[src/rtl/othfsm_tx_sched.sv]
// rtl/othfsm_tx_sched.sv - round-robin two-requester scheduler serializing 18-bit flag/ID/payload/parity frames
module othfsm_tx_sched #(
  parameter int DIV = 4,
  parameter int GAP = 2
) (
  input  logic       Clk,
  input  logic       Rst,
  input  logic       ClkEn,
  input  logic [1:0] Req,
  input  logic [7:0] Data0,
  input  logic [7:0] Data1,
  output logic [1:0] Ack,
  output logic       SerOut,
  output logic       SerOutValid,
  output logic       BitEn,
  output logic       Busy,
  output logic [3:0] CntOut
);
  localparam int DW = (DIV > 1) ? $clog2(DIV) : 1;
  localparam int BMAX = (GAP > 8) ? GAP : 8;
  localparam int BW = $clog2(BMAX);
  localparam logic [DW-1:0] DIV_LAST = DW'(DIV - 1);
  localparam logic [BW-1:0] GAP_LAST = BW'((GAP > 0) ? GAP - 1 : 0);

  typedef enum logic [2:0] {
    S_IDLE, S_FLAG, S_ID, S_DATA, S_PAR, S_GAP
  } state_t;

  state_t        state;
  state_t        state_n;
  logic [DW-1:0] div;
  logic [BW-1:0] bit_idx;
  logic [BW-1:0] bit_last;
  logic [17:0]   sr;
  logic          ptr;
  logic [1:0]    ack_q;
  logic [3:0]    cnt;
  logic          div_end;
  logic          bit_end;
  logic          grant;
  logic          gnt_id;
  logic [7:0]    pay;

  always_comb begin
    bit_last = '0;
    case (state)
      S_FLAG:  bit_last = BW'(7);
      S_DATA:  bit_last = BW'(7);
      S_GAP:   bit_last = GAP_LAST;
      default: bit_last = '0;
    endcase
  end

  assign div_end = (div == DIV_LAST);
  assign bit_end = div_end && (bit_idx == bit_last);
  assign grant   = (state == S_IDLE) && ClkEn && (Req != 2'b00);
  // ptr names the requester that wins a tie; cleared means requester 0
  assign gnt_id  = (Req == 2'b11) ? ptr : Req[1];
  assign pay     = gnt_id ? Data1 : Data0;

  always_ff @(posedge Clk) begin
    if (!Rst) begin
      state <= S_IDLE;
    end else begin
      state <= state_n;
    end
  end

  always_comb begin
    state_n = state;
    if (ClkEn) begin
      case (state)
        S_IDLE:  if (Req != 2'b00) state_n = S_FLAG;
        S_FLAG:  if (bit_end) state_n = S_ID;
        S_ID:    if (bit_end) state_n = S_DATA;
        S_DATA:  if (bit_end) state_n = S_PAR;
        S_PAR:   if (bit_end) state_n = (GAP == 0) ? S_IDLE : S_GAP;
        S_GAP:   if (bit_end) state_n = S_IDLE;
        default: state_n = S_IDLE;
      endcase
    end
  end

  always_comb begin
    SerOutValid = 1'b0;
    Busy        = 1'b0;
    BitEn       = 1'b0;
    SerOut      = sr[17];
    Ack         = ack_q;
    CntOut      = cnt;
    if (state != S_IDLE) Busy = 1'b1;
    if (state == S_FLAG || state == S_ID || state == S_DATA || state == S_PAR) begin
      SerOutValid = 1'b1;
      BitEn       = div_end;
    end
  end

  // The frame shifts out of sr with zero fill, so the line is already 0 once PAR ends
  always_ff @(posedge Clk) begin
    if (!Rst) begin
      div     <= '0;
      bit_idx <= '0;
      sr      <= '0;
      ptr     <= 1'b0;
      ack_q   <= 2'b00;
      cnt     <= 4'd0;
    end else begin
      ack_q <= 2'b00;
      if (grant) begin
        ack_q   <= gnt_id ? 2'b10 : 2'b01;
        ptr     <= ~gnt_id;
        sr      <= {8'h7E, gnt_id, pay, ^{gnt_id, pay}};
        div     <= '0;
        bit_idx <= '0;
      end else if (ClkEn && state != S_IDLE) begin
        if (div_end) begin
          div     <= '0;
          bit_idx <= bit_end ? '0 : bit_idx + 1'b1;
          if (state != S_GAP) sr <= {sr[16:0], 1'b0};
          if (state == S_PAR) cnt <= cnt + 4'd1;
        end else begin
          div <= div + 1'b1;
        end
      end
    end
  end
endmodule
[config.mk]
export PLATFORM = sky130hd
export DESIGN_NAME = othfsm_tx_sched
export DESIGN_NICKNAME = d
export VERILOG_FILES = /design/src/rtl/othfsm_tx_sched.sv
export SDC_FILE = /design/constraint.sdc
export NUM_CORES = 1
export LEC_CHECK = 0
export ABC_AREA = 1
export BUFFER_PORTS_ARGS = -buffer_cell sky130_fd_sc_hd__buf_2
export CAP_MARGIN = 0
export CORE_ASPECT_RATIO = 1.1
export CORE_MARGIN = 2
export CORE_UTILIZATION = 40
export CTS_CLUSTER_SIZE = 12
export DETAILED_ROUTE_END_ITERATION = 8
export GPL_ROUTABILITY_DRIVEN = 0
export PLACE_DENSITY_LB_ADDON = 0.05
export SLEW_MARGIN = 15
export SYNTH_ARGS = -nofsm -noshare
export SYNTH_HDL_FRONTEND = slang
export SYNTH_SLANG_ARGS = --single-unit
[constraint.sdc]
create_clock -name Clk -period 2.2 [get_ports Clk]
set_clock_uncertainty 0.1 [all_clocks]
set_input_delay 0.44 -clock Clk [delete_from_list [all_inputs] [get_ports Clk]]
set_output_delay 0.44 -clock Clk [all_outputs]
set_load 0.1 [all_outputs]
==> results.yml <==
pwr:
  p_total_w: 0.00224
  powerDensity_nw_per_um2: 995
  peakVddDrop_v: 0.000382
  p_leak_nw: 1.12
die:
  rows: 26
  fp.dieH_um: 76.4
  io_pins: 31
  initial_core_util_pct: 41.3
  die_area_um2: 5330
  fp.dieW_um: 69.8
  core_area_um2: 4620
route:
  wire_per_inst_um: 11.3
  wl_um: 4340
  via_count: 1878
  drc: 0
  via_per_inst: 4.90
  initialDrtViolationCount: 50
  dr.pass1.iters: 5
  antenna_left: 0
critical_path:
  critical_path.slowest_cell: "dfxtp_1"
  cp-start-kind: "register"
  worstReg2RegStart: "state[0]$_SDFFE_PN0P_"
  setup.worst_path.start: "state[2]$_SDFFE_PN0P_"
  cp.required_ps: 1660
  cp.arrival_ps: 1460
  crit_fanout: 4
  cp-end-kind: "output pin"
  cp_cell_sequence: "inv_2 -> nor3_1 -> inv_1 -> a21oi_4 -> buf_12"
  worstSetupPathType: "register to output pin"
  cp_slowest_stage_delay_ps: 390
logic_synthesis:
  synth_cells: 291
  yosys.area.top_type: "dfxtp_1"
  ys_async_sr_fraction_pct: 0
  syn_area_um2: 1910
  synth_edf_count: 0
  ys_seq_elements: 33
  yosys.area.top_type_share_pct: 34.7
  syn_nets: 315
  postSynthAreaPerCell_um2: 6.55
  synthFlopType: "dfxtp_1"
  synth_top_cells_by_area: "dfxtp_1 35%, nand2_1 21%, inv_1 6.3%, nand3_1 5.3%, a21oi_1 3.9%"
  synth_cell_types: 32
  synth-seq-area-share_pct: 34.7
  yosysWarnings: 0
outcome:
  outcome: "finished, final reports clean"
clock_tree:
  clkSlewWorstSetupHoldPaths_ps: 70
  cts_tree: "done"
  cts_setup_buffers: 0
  clock-root-buffer: "clkbuf_8"
  cts_resized: 0
  clock_path_buffers: 2
  cts.sinks: 33
  hold_buffers: 0
  cts-htree-levels: 2
  clk_latency_ps: 290
  cts_buffers: 5
timing:
  hold_viol: 0
  finalSetupTns_ps: 0
  tightestPinTransition_ps: 505
  rsz0062_at_grt: "false"
  setup_viol: 0
  min_period_ps: 2000
  relSlewSlack_pct: 66.0
  slew_violations: 0
  hold_ws_ps: 354
  max_freq_ghz: 0.499
  period_share_pct: 91.0
global_routing:
  grt_max_degree: 23
  antenna_found_initial: 0
  grt_pass1_wl_um: 7730
  grt_usage_pct: 17.9
  grt_pass1_vias: 1731
  gr-total-overflow: 0
cells_and_area:
  layout-drive-gt1-share_pct: 19.3
  diodes: 0
  synthToLayoutAreaGrowth_pct: 18.3
  final_nets: 350
worst_hold_path:
  min-delay-path-class: "register to register"
  min_from: "sr[10]$_SDFFE_PP0P_"
run:
  max_cap_viol_count: 0
placed_design:
  numPortBuffers: 30
  hpwl_um: 3270
## per-stage QoR
| stage | setup slack, ps | utilization (%) | std cells | cell area, µm² |
|---|---|---|---|---|
| global route | 80.7 | 48.8 | 383 | 2250 |
| CTS | 171 | 48.8 | 383 | 2250 |
| global placement | 292 | 46.9 | 375 | 2170 |
| finish | 198 | 48.8 | 383 | 2250 |
| detailed placement | 275 | 46.9 | 375 | 2170 |
| floorplan | 169 | - | 291 | 1920 |
## cells by family (layout without fill, tap and decap cells)
kind of cell               count (synthesis)  count (layout)  share of synthesized area [%]
DFF                                       33              33                           34.7
buffers and inverters                     48              84                           10.8
and+or+nand+nor                          155             155                           36.4
AOI/OAI and AO/OA                         52              52                           16.2
adders and majority gates                  3               3                           1.97
## cell usage after synthesis, types with 2 or more instances
cell      count
a31oi_1       9
nand3b_1      5
o21ai_0      14
nand2_1     107
nand4_1       2
inv_2         5
ha_1          3
a221oi_1      2
inv_1        32
clkbuf_1      4
nor3_1        3
buf_2         2
nor2_8        2
nand3_1      20
dfxtp_1      33
nor2_1       11
o21ai_1       5
a21oi_1      15
o22ai_1       2
buf_6         2
nor2_4        2
## layout make-up
type / count / area (µm²)
flip-flops and latches: 33 / 661
clock buffers: 5 / 68.8
repair buffers: 37 / 233
fillers: 484 / 2370
multi-input cells: 210 / 1050
inverters: 39 / 150
clock inverters: 3 / 17.5
well taps: 56 / 70.1
## placed cells by master, fill, tap and decap left out
cell type,Yosys,final
o221ai_1,1,1
inv_2,5,5
clkbuf_8,0,5
o21ai_1,5,5
nor2_8,2,2
nand2_4,1,1
nand4_1,2,2
nand2_2,1,2
nor2_1,11,11
a221oi_1,2,2
o22ai_1,2,2
nor3_1,3,3
ha_1,3,3
o21ai_0,14,14
o211ai_2,1,1
a221oi_2,1,1
buf_12,0,2
nand3_1,20,20
a21oi_4,0,1
buf_4,1,7
nor2_4,2,2
clkinvlp_4,0,1
a31oi_1,9,9
nor2_2,1,1
nand3b_1,5,5
a21oi_1,15,14
dfxtp_1,33,33
clkinv_2,1,3
inv_1,32,32
buf_2,2,28
a22oi_1,1,1
inv_4,1,1
a211oi_1,1,1
nand2_1,107,106
## sequential cells by signal (all words and copies together), names as in the netlist
signal / flops
bit_idx: 3
div: 2
Ack: 2
state: 3
sr: 18
CntOut: 4
ptr: 1
## routing by layer
layer	global-route usage [%]	vias to the layer above	wire [µm]
li1	-	1009	-
met1	22.0	832	2040
met2	30.7	31	2120
met4	5.77	0	57
met5	0	-	0
met3	3.97	6	129
## worst paths after layout
path                                            end  slack (ps)  depth (start not counted)
worst max-delay path                          BitEn         200                          5
worst min-delay path            sr[10]$_SDFFE_PP0P_         350                          2
worst max register to register   sr[0]$_SDFFE_PN0P_         390                         13
worst min register to register  sr[10]$_SDFFE_PP0P_         350                          2
## power breakdown
part           internal (W)  switching (W)  total, W
combinational      0.000301       0.000738   0.00104
clock              0.000218       0.000237  0.000455
sequential         0.000693      0.0000561  0.000749
total               0.00121        0.00103   0.00224
## worst max-delay path: cells and delay by family, from the launching register on
kind | cells | cell delay (ps)
AOI/OAI and AO/OA | 1 | 160
buffers and inverters | 3 | 410
DFF | 1 | 390
and+or+nand+nor | 1 | 210
Note: power is estimated with default switching activity, not from simulation.
